<file path="src/rtl/nibble_serial_sub_ctrl_if.sv">
// Operand/result handshake bundle for the nibble-serial subtractor.
// Producer drives start_valid/a/b/bin, consumer drives res_ready; the block answers on the rest.
interface nibble_serial_sub_ctrl_if #(
    parameter int WIDTH = 16
);
    logic             start_valid;
    logic             start_ready;
    logic [WIDTH-1:0] a;
    logic [WIDTH-1:0] b;
    logic             bin;
    logic             res_valid;
    logic             res_ready;
    logic [WIDTH-1:0] d;
    logic             bout;
    logic             zero;
    logic             busy;

    modport slave (
        input  start_valid, a, b, bin, res_ready,
        output start_ready, res_valid, d, bout, zero, busy
    );

    modport master (
        output start_valid, a, b, bin, res_ready,
        input  start_ready, res_valid, d, bout, zero, busy
    );
endinterface

</file>
<file path="src/rtl/nibble_serial_sub_ctrl.sv">
// Purpose: WIDTH-bit a - b - bin computed one 4-bit borrow-ripple nibble per clock, LSB first.
// Latency: res_valid rises WIDTH/4 edges after the accept edge; one operation in flight at a time.
// Backpressure: result held in DONE while res_ready is low; start_ready only high in IDLE.

module nsub_fs_cell (
    input  logic a_i,
    input  logic b_i,
    input  logic bin_i,
    output logic d_o,
    output logic bout_o
);
    assign d_o    = a_i ^ b_i ^ bin_i;
    assign bout_o = (~a_i & b_i) | (~(a_i ^ b_i) & bin_i);
endmodule

module nibble_serial_sub_ctrl #(
    parameter int WIDTH = 16
) (
    input  logic                    clk,
    input  logic                    rst_n,
    nibble_serial_sub_ctrl_if.slave bus
);
    localparam int NIB = WIDTH / 4;
    localparam int CW  = $clog2(NIB);
    localparam logic [CW-1:0] LAST = CW'(NIB - 1);

    typedef enum logic [1:0] {
        ST_IDLE = 2'd0,
        ST_RUN  = 2'd1,
        ST_DONE = 2'd2
    } state_t;

    state_t           state_q, state_d;
    logic [WIDTH-1:0] a_sh_q, a_sh_d;
    logic [WIDTH-1:0] b_sh_q, b_sh_d;
    logic [WIDTH-1:0] d_sh_q, d_sh_d;
    logic             brw_q, brw_d;
    logic             bout_q, bout_d;
    logic             zero_q, zero_d;
    logic [CW-1:0]    cnt_q, cnt_d;

    logic [3:0]       st_diff;
    logic [4:0]       st_chain;
    logic [WIDTH-1:0] d_next;

    // 4-bit ripple stage; the registered borrow feeds bit 0 and links nibbles.
    assign st_chain[0] = brw_q;
    for (genvar i = 0; i < 4; i++) begin : g_fs
        nsub_fs_cell u_fs (
            .a_i    (a_sh_q[i]),
            .b_i    (b_sh_q[i]),
            .bin_i  (st_chain[i]),
            .d_o    (st_diff[i]),
            .bout_o (st_chain[i+1])
        );
    end

    assign d_next = {st_diff, d_sh_q[WIDTH-1:4]};

    always_comb begin
        state_d = state_q;
        a_sh_d  = a_sh_q;
        b_sh_d  = b_sh_q;
        d_sh_d  = d_sh_q;
        brw_d   = brw_q;
        bout_d  = bout_q;
        zero_d  = zero_q;
        cnt_d   = cnt_q;
        case (state_q)
            ST_IDLE: begin
                if (bus.start_valid) begin
                    a_sh_d  = bus.a;
                    b_sh_d  = bus.b;
                    brw_d   = bus.bin;
                    cnt_d   = '0;
                    state_d = ST_RUN;
                end
            end
            ST_RUN: begin
                a_sh_d = a_sh_q >> 4;
                b_sh_d = b_sh_q >> 4;
                d_sh_d = d_next;
                brw_d  = st_chain[4];
                if (cnt_q == LAST) begin
                    // Counter parks on the last nibble rather than wrapping.
                    bout_d  = st_chain[4];
                    zero_d  = (d_next == '0);
                    state_d = ST_DONE;
                end else begin
                    cnt_d = cnt_q + 1'b1;
                end
            end
            ST_DONE: begin
                if (bus.res_ready) begin
                    state_d = ST_IDLE;
                end
            end
            default: state_d = ST_IDLE;
        endcase
    end

    always_ff @(posedge clk or negedge rst_n) begin
        if (!rst_n) begin
            state_q <= ST_IDLE;
            a_sh_q  <= '0;
            b_sh_q  <= '0;
            d_sh_q  <= '0;
            brw_q   <= 1'b0;
            bout_q  <= 1'b0;
            zero_q  <= 1'b0;
            cnt_q   <= '0;
        end else begin
            state_q <= state_d;
            a_sh_q  <= a_sh_d;
            b_sh_q  <= b_sh_d;
            d_sh_q  <= d_sh_d;
            brw_q   <= brw_d;
            bout_q  <= bout_d;
            zero_q  <= zero_d;
            cnt_q   <= cnt_d;
        end
    end

    assign bus.start_ready = (state_q == ST_IDLE);
    assign bus.res_valid   = (state_q == ST_DONE);
    assign bus.busy        = (state_q != ST_IDLE);
    assign bus.d           = d_sh_q;
    assign bus.bout        = bout_q;
    assign bus.zero        = zero_q;
endmodule

</file>
<file path="src/flat_wrapper.sv">
// flat-port wrapper written by rule: the top's interface ports become plain ports
module nibble_serial_sub_ctrl_flat 
#(
    parameter int WIDTH = 16
)
  (clk, rst_n, bus_start_valid, bus_a, bus_b, bus_bin, bus_res_ready, bus_start_ready, bus_res_valid, bus_d, bus_bout, bus_zero, bus_busy);
  nibble_serial_sub_ctrl_if #(.WIDTH(WIDTH)) bus_i ();
  input  logic clk;
  input  logic rst_n;
  input wire logic [$bits(bus_i.start_valid)-1:0] bus_start_valid;
  input wire logic [$bits(bus_i.a)-1:0] bus_a;
  input wire logic [$bits(bus_i.b)-1:0] bus_b;
  input wire logic [$bits(bus_i.bin)-1:0] bus_bin;
  input wire logic [$bits(bus_i.res_ready)-1:0] bus_res_ready;
  output wire logic [$bits(bus_i.start_ready)-1:0] bus_start_ready;
  output wire logic [$bits(bus_i.res_valid)-1:0] bus_res_valid;
  output wire logic [$bits(bus_i.d)-1:0] bus_d;
  output wire logic [$bits(bus_i.bout)-1:0] bus_bout;
  output wire logic [$bits(bus_i.zero)-1:0] bus_zero;
  output wire logic [$bits(bus_i.busy)-1:0] bus_busy;
  assign bus_i.start_valid = bus_start_valid;
  assign bus_i.a = bus_a;
  assign bus_i.b = bus_b;
  assign bus_i.bin = bus_bin;
  assign bus_i.res_ready = bus_res_ready;
  assign bus_start_ready = bus_i.start_ready;
  assign bus_res_valid = bus_i.res_valid;
  assign bus_d = bus_i.d;
  assign bus_bout = bus_i.bout;
  assign bus_zero = bus_i.zero;
  assign bus_busy = bus_i.busy;
  nibble_serial_sub_ctrl #(.WIDTH(WIDTH)) u_core (.clk(clk), .rst_n(rst_n), .bus(bus_i));
endmodule
</file>
<file path="config.mk">
export PLATFORM = sky130hd
export DESIGN_NAME = nibble_serial_sub_ctrl_flat
export DESIGN_NICKNAME = d
export VERILOG_FILES = /design/src/rtl/nibble_serial_sub_ctrl_if.sv /design/src/rtl/nibble_serial_sub_ctrl.sv /design/src/flat_wrapper.sv
export SDC_FILE = /design/constraint.sdc
export NUM_CORES = 1
export LEC_CHECK = 0
export ABC_CLOCK_PERIOD_IN_PS = 3100
export CORE_AREA = 3 3 62 122
export DETAILED_ROUTE_END_ITERATION = 8
export DIE_AREA = 0 0 65 125
export PLACE_DENSITY_LB_ADDON = 0.05
export SLEW_MARGIN = 10
export SYNTH_ARGS = -nofsm -noshare
export SYNTH_HDL_FRONTEND = slang
export SYNTH_SLANG_ARGS = --single-unit
</file>
<file path="constraint.sdc">
create_clock -name clk -period 3.1 [get_ports clk]
set_input_delay 0.62 -clock clk [delete_from_list [all_inputs] [get_ports clk]]
set_output_delay 0.62 -clock clk [all_outputs]
set_load 0.02 [all_outputs]
</file>
==> results of run 1 <==
[per-stage QoR]
stage | cell area, um2 | hold WS (ps) | setup slack [ps]
after CTS | 3390 | 233 | 599
after floorplan | 2610 | 324 | 802
after global routing | 3390 | 254 | 500
final | 3390 | 224 | 588
after global placement | 3250 | 463 | 707
after detailed placement | 3250 | 469 | 614
[kinds of logic after synthesis]
group	count (synthesis)	synth area share, %
fa+ha+maj	5	3.55
mux	24	9.21
simple gates	103	17.7
compound gates	51	10.0
buf+inv	27	6.71
flops	55	52.8
[placed cells by master (no fill, tap or decap), types with 3 or more instances in the layout]
cell             count
clkdlybuf4s50_1     56
nand2_1             79
dfrtp_1             55
o21ai_0             16
nand2b_1             3
a21oi_1             10
clkinv_2             3
o21ai_1             23
fa_1                 4
inv_1               11
mux2i_1             24
clkbuf_16            5
nor2b_1              6
and2b_1              3
buf_4                9
[worst max-delay path: cells and delay by family, from the launching register on]
kind	cells	cell delay, ps
and+or+nand+nor	2	320
buffers and inverters	3	200
AOI/OAI and AO/OA	1	190
DFF	1	380
adders and majority gates	4	1330
[sequential cells by signal (all words and copies together), names as in the netlist]
register	count
u_core.a_sh_q	16
u_core.b_sh_q	16
u_core.bus.d	16
u_core.cnt_q	2
u_core.state_q	2
u_core.brw_q	1
u_core.bus.bout	1
u_core.bus.zero	1
[cell type report]
cell class	instances	area (um2)	area share, %
sequential	55	1380	40.5
multi-input combinational	183	1070	31.6
timing repair buffer	67	653	19.2
clock buffer	5	125	3.69
tap	88	110	3.24
inverter	11	41.3	1.22
clock inverter	3	15.0	0.442
[power by group through the flow]
stage | clock network (mW) | logic [mW] | registers (mW)
final | 0.542 | 1.75 | 1.27
after global routing | 0.590 | 1.97 | 1.32
after CTS | 0.564 | 1.79 | 1.28
after detailed placement | 0 | 1.78 | 1.30
after global placement | 0 | 1.76 | 1.29
after floorplan | 0 | 1.17 | 1.35
[routing by layer]
| metal | vias to the layer above | track usage [%] | wire, um |
|---|---|---|---|
| met5 | - | 0 | 0 |
| met4 | 0 | 7.61 | 168 |
| met3 | 14 | 2.78 | 197 |
| met2 | 43 | 29.6 | 3340 |
| met1 | 907 | 16.5 | 2130 |
| li1 | 988 | - | - |
[worst max-delay path by stage]
stage                     slack (ps)  depth (start not counted)                          from                           to
after floorplan                  800                         10  u_core.b_sh_q[0]$_DFFE_PN0P_  u_core.bus.zero$_DFFE_PN0P_
after global placement           710                         10      u_core.brw_q$_DFFE_PN0P_  u_core.bus.zero$_DFFE_PN0P_
after detailed placement         610                         10      u_core.brw_q$_DFFE_PN0P_  u_core.bus.zero$_DFFE_PN0P_
after CTS                        600                         10      u_core.brw_q$_DFFE_PN0P_  u_core.bus.zero$_DFFE_PN0P_
after global routing             500                         10      u_core.brw_q$_DFFE_PN0P_  u_core.bus.zero$_DFFE_PN0P_
final                            590                         10      u_core.brw_q$_DFFE_PN0P_  u_core.bus.zero$_DFFE_PN0P_
==> impl_metrics.toml, run 1 <==
[layout]
nFillCells = 674
final_core_util_pct = 50.9
syn_to_final_growth_pct = 30.1
nets = 365
layoutNonFillerInstCount = 412
drive_gt1_share_pct = 7.10
antenna_cells = 0

[timing]
clock.fmax_mhz = 398
drv_slew = 0
fin_skew_ps = 2.95
final_hold_viol_count = 0
fin_crit_sh_pct = 81.0
grt_setup_unrepaired = "no"
setup_viol = 0
worst_pin_slew_ps = 738
max-slew-margin-rel_pct = 50.8
period_minus_slack_ps = 2510
fin_setup_tns_ps = 0

[pwr]
finalPower_mw = 3.56
power_frac_comb_pct = 49.0
netSwitchingPower_mw = 1.42
p_leak_nw = 1.58
power_frac_seq_pct = 35.8
internal_power_mw = 2.15
switching_share_pct = 39.8
p_clk_share_pct = 15.2
p_per_area_nw_per_um2 = 1050
ir_drop_uv = 414

[logic_synthesis]
synth_common_cells = "nand2_1 (79), dfrtp_1 (55), mux2i_1 (24), o21ai_1 (23), o21ai_0 (16)"
syn_area_per_cell_um2 = 9.84
synth.top_cell.area_share_pct = 52.8
synth_area_leaders = "dfrtp_1 (53%), nand2_1 (11%), mux2i_1 (9.2%)"
ys_types = 30
synth-main-ff-cell = "dfrtp_1"
ys_warn_count = 0
netlist_instances = 265
yosys.area.top_type = "dfrtp_1"
yosysMostFrequentCell = "nand2_1"
synth_edf_count = 0
synthesis.nets = 307
async_reset_ff_share_pct = 100
yosysSeqAreaShare_pct = 52.8
netlist_area_um2 = 2610
ys_seq_elements = 55

[routing]
vias = 1952
drt_pass1_iterations = 4
final_antenna_net_count = 0
wirelength_um = 5830
drt_first_iter_violations = 62
drc = 0
via_per_inst = 4.74
wl_per_cell_um = 14.2

[global_routing]
grt.overflow.total = 0
grtUsageTotal_pct = 15.9
grt_start_max_net_pins = 32
grt_pass1_wl_um = 9920
antenna_found_initial = 0
grt_pass1_vias = 2042

[clocking]
cts_setup_buffers = 0
hold_buffers = 0
clock-root-buffer = "clkbuf_16"
clock_latency_ps = 290
htree_levels = 2
cts_num_sinks = 55
tritoncts = "built"
max-clock-path-buffers = 2
cts_inserted_buffers = 5
cts-resized-gates = 0
cts.clk_slew.worst_paths_ps = 70

[place]
dpl.hpwl_um = 4580
place_inst = 404
place_congestion = 0.756
io_buffers = 57

[setup_path]
cp-start-kind = "register"
critical_path.max_stage_delay_ps = 430
slowest_stage = "fa_1"
required_ps = 3300
r2r_cells = 10
end_kind = "register"
arrival_ps = 2710
r2r-start = "u_core.brw_q$_DFFE_PN0P_"
reg2reg_slack_ps = 590
crit_top_cell = "fa_1"
path_cells = "inv_1 -> fa_1 -> inv_1 -> fa_1 -> fa_1 -> inv_1 -> fa_1 -> nor4_1 -> nand4_1 -> o21ai_0"
cp_max_fo = 2
worstReg2RegEnd = "u_core.bus.zero$_DFFE_PN0P_"
crit_type = "register to register"

[floorplan]
die_w_um = 65
row_count = 42
die_h_um = 125
core_region_area_um2 = 6670
die-area_um2 = 8130
num_io_pins = 58
start_util_pct = 39.1

[outcome]
status = "finished, final reports clean"

[hold_path]
hp-class = "primary input to async pin"

[job]
maxCapViolCount = 0
Power figures use the tool's default switching activity.
==> run 2: changes to the inputs <==
--- a/config.mk
+++ b/config.mk
@@ -5,7 +5,7 @@
 export SDC_FILE = /design/constraint.sdc
 export NUM_CORES = 1
 export LEC_CHECK = 0
-export ABC_CLOCK_PERIOD_IN_PS = 3100
+export ABC_CLOCK_PERIOD_IN_PS = 2580
 export CORE_AREA = 3 3 62 122
 export DETAILED_ROUTE_END_ITERATION = 8
 export DIE_AREA = 0 0 65 125
==> constraint.sdc (replaced) <==
create_clock -name clk -period 2.58 [get_ports clk]
set_input_delay 0.516 -clock clk [delete_from_list [all_inputs] [get_ports clk]]
set_output_delay 0.516 -clock clk [all_outputs]
set_load 0.02 [all_outputs]
==> run 2 against run 1 <==
- sequential share of layout area shrank 0.21 points
- sequential power grew 21%
- largest power group unchanged
- clock power grew 30%
- global-route usage shrank 0.77 points
- core utilization grew 0.26 points
- register-to-register slack lost 470 ps
- sequential cell count is the same
- critical endpoint unchanged
- via count shrank 0.36%
- non-clock buffer count is the same
==> impl_metrics.toml, run 2 (synthesis results as in run 1) <==
[place]
io_buffers = 57
place_inst = 403
place_congestion = 0.755
dpl_worst_slack_ps = 46.3
place_area_um2 = 3230
dpl.hpwl_um = 4350

[global_routing]
grt_pass1_wl_um = 9460
grt.overflow.total = 0
antenna_found_initial = 0
grt_pass1_vias = 1913
grt_start_max_net_pins = 51
grtUsageTotal_pct = 15.1

[routing]
final_antenna_net_count = 0
drc = 0
via_per_inst = 4.72
wirelength_um = 5760
drt_first_iter_violations = 135
wl_per_cell_um = 14.0
drt_pass1_iterations = 3
vias = 1945

[floorplan]
row_count = 42
die_h_um = 125
start_util_pct = 39.1
num_io_pins = 58
die-area_um2 = 8130
die_w_um = 65
core_region_area_um2 = 6670

[timing]
fin_crit_sh_pct = 95.3
worst_pin_slew_ps = 668
final_hold_viol_count = 0
max-slew-margin-rel_pct = 55.4
period_minus_slack_ps = 2460
fin_setup_tns_ps = 0
fin_skew_ps = 3.33
setup_viol = 0
clock.fmax_mhz = 407
grt_setup_unrepaired = "yes"
drv_slew = 0
worst_slack_ps = 121
fin_hold_ws_ps = 254

[layout]
multiInputGateArea_um2 = 1090
drive_gt1_share_pct = 8.95
nets = 365
fin_area_um2 = 3410
final_common_cell = "nand2_1"
syn_to_final_growth_pct = 30.8
nFillCells = 662
final_cell_mix = "nand2_1 (79), clkdlybuf4s50_1 (56), dfrtp_1 (55)"
antenna_cells = 0
layoutNonFillerInstCount = 412
final_core_util_pct = 51.1
regArea_um2 = 1380

[clocking]
clock-root-buffer = "clkbuf_16"
tritoncts = "built"
clock_latency_ps = 290
cts.clk_slew.worst_paths_ps = 70
cts_num_sinks = 55
cts_inserted_buffers = 5
max-clock-path-buffers = 2
htree_levels = 2

[setup_path]
arrival_ps = 2680
crit_type = "register to register"
r2r-start = "u_core.b_sh_q[0]$_DFFE_PN0P_"
cp-start-kind = "register"
end_kind = "register"
cp_max_fo = 2
cp-startpoint = "u_core.b_sh_q[0]$_DFFE_PN0P_"
worstReg2RegEnd = "u_core.bus.zero$_DFFE_PN0P_"
required_ps = 2800
reg2reg_slack_ps = 120
r2r_cells = 10

[pwr]
finalPower_mw = 4.35
ir_drop_uv = 521
p_leak_nw = 1.57
p_per_area_nw_per_um2 = 1270

[hold_path]
hp-class = "primary input to async pin"

[job]
maxCapViolCount = 0

[outcome]
status = "finished, final reports clean"
[run 2: cell types whose count changed in the layout (fill, tap and decap cells not counted), sizes merged]
cell and change:
clkbuf +3, clkinv -3
[run 2: cell type report]
type	count	area share [%]
inverters	11	1.21
well taps	88	3.23
repair buffers	67	18.8
flip-flops and latches	55	40.3
clock buffers	8	4.58
multi-input cells	183	31.9
[run 2: timing repair]
action / in CTS / in global routing
buffers inserted: 0 / 1
hold buffers: 0 / 0
endpoints found under the setup margin: 0 / 1
gates resized for setup: 0 / 8
[run 2: critical path, stage by stage, from the launching register on]
cell and delay (ps):
dfrtp_1 390, inv_2 60, fa_2 190, inv_2 40
fa_2 330, fa_2 340, inv_2 60, fa_1 450
nor4_2 240, nand4_1 140, o21ai_1 150
[run 2: worst max path at each step]
stage / end / depth (start not counted)
2_1_floorplan: u_core.bus.zero$_DFFE_PN0P_ / 10
3_3_place_gp: u_core.bus.zero$_DFFE_PN0P_ / 10
3_5_place_dp: u_core.bus.zero$_DFFE_PN0P_ / 10
4_1_cts: u_core.bus.zero$_DFFE_PN0P_ / 10
5_1_grt: u_core.bus.zero$_DFFE_PN0P_ / 10
6_report: u_core.bus.zero$_DFFE_PN0P_ / 10
[run 2: layer usage]
layer	wire length (um)	up-vias	global-route usage [%]	share of wire, %
li1	-	987	-	-
met1	2220	907	16.9	38
met2	3190	41	27.3	55
met3	215	10	3.14	3.7
met4	137	0	5.86	2.4
met5	0	-	0	0
[run 2: report_power, final]
| group | switching, mW | internal, mW |
|---|---|---|
| Clock | 0.293 | 0.414 |
| Sequential | 0.285 | 1.25 |
| Combinational | 1.13 | 0.969 |
| Total | 1.71 | 2.64 |
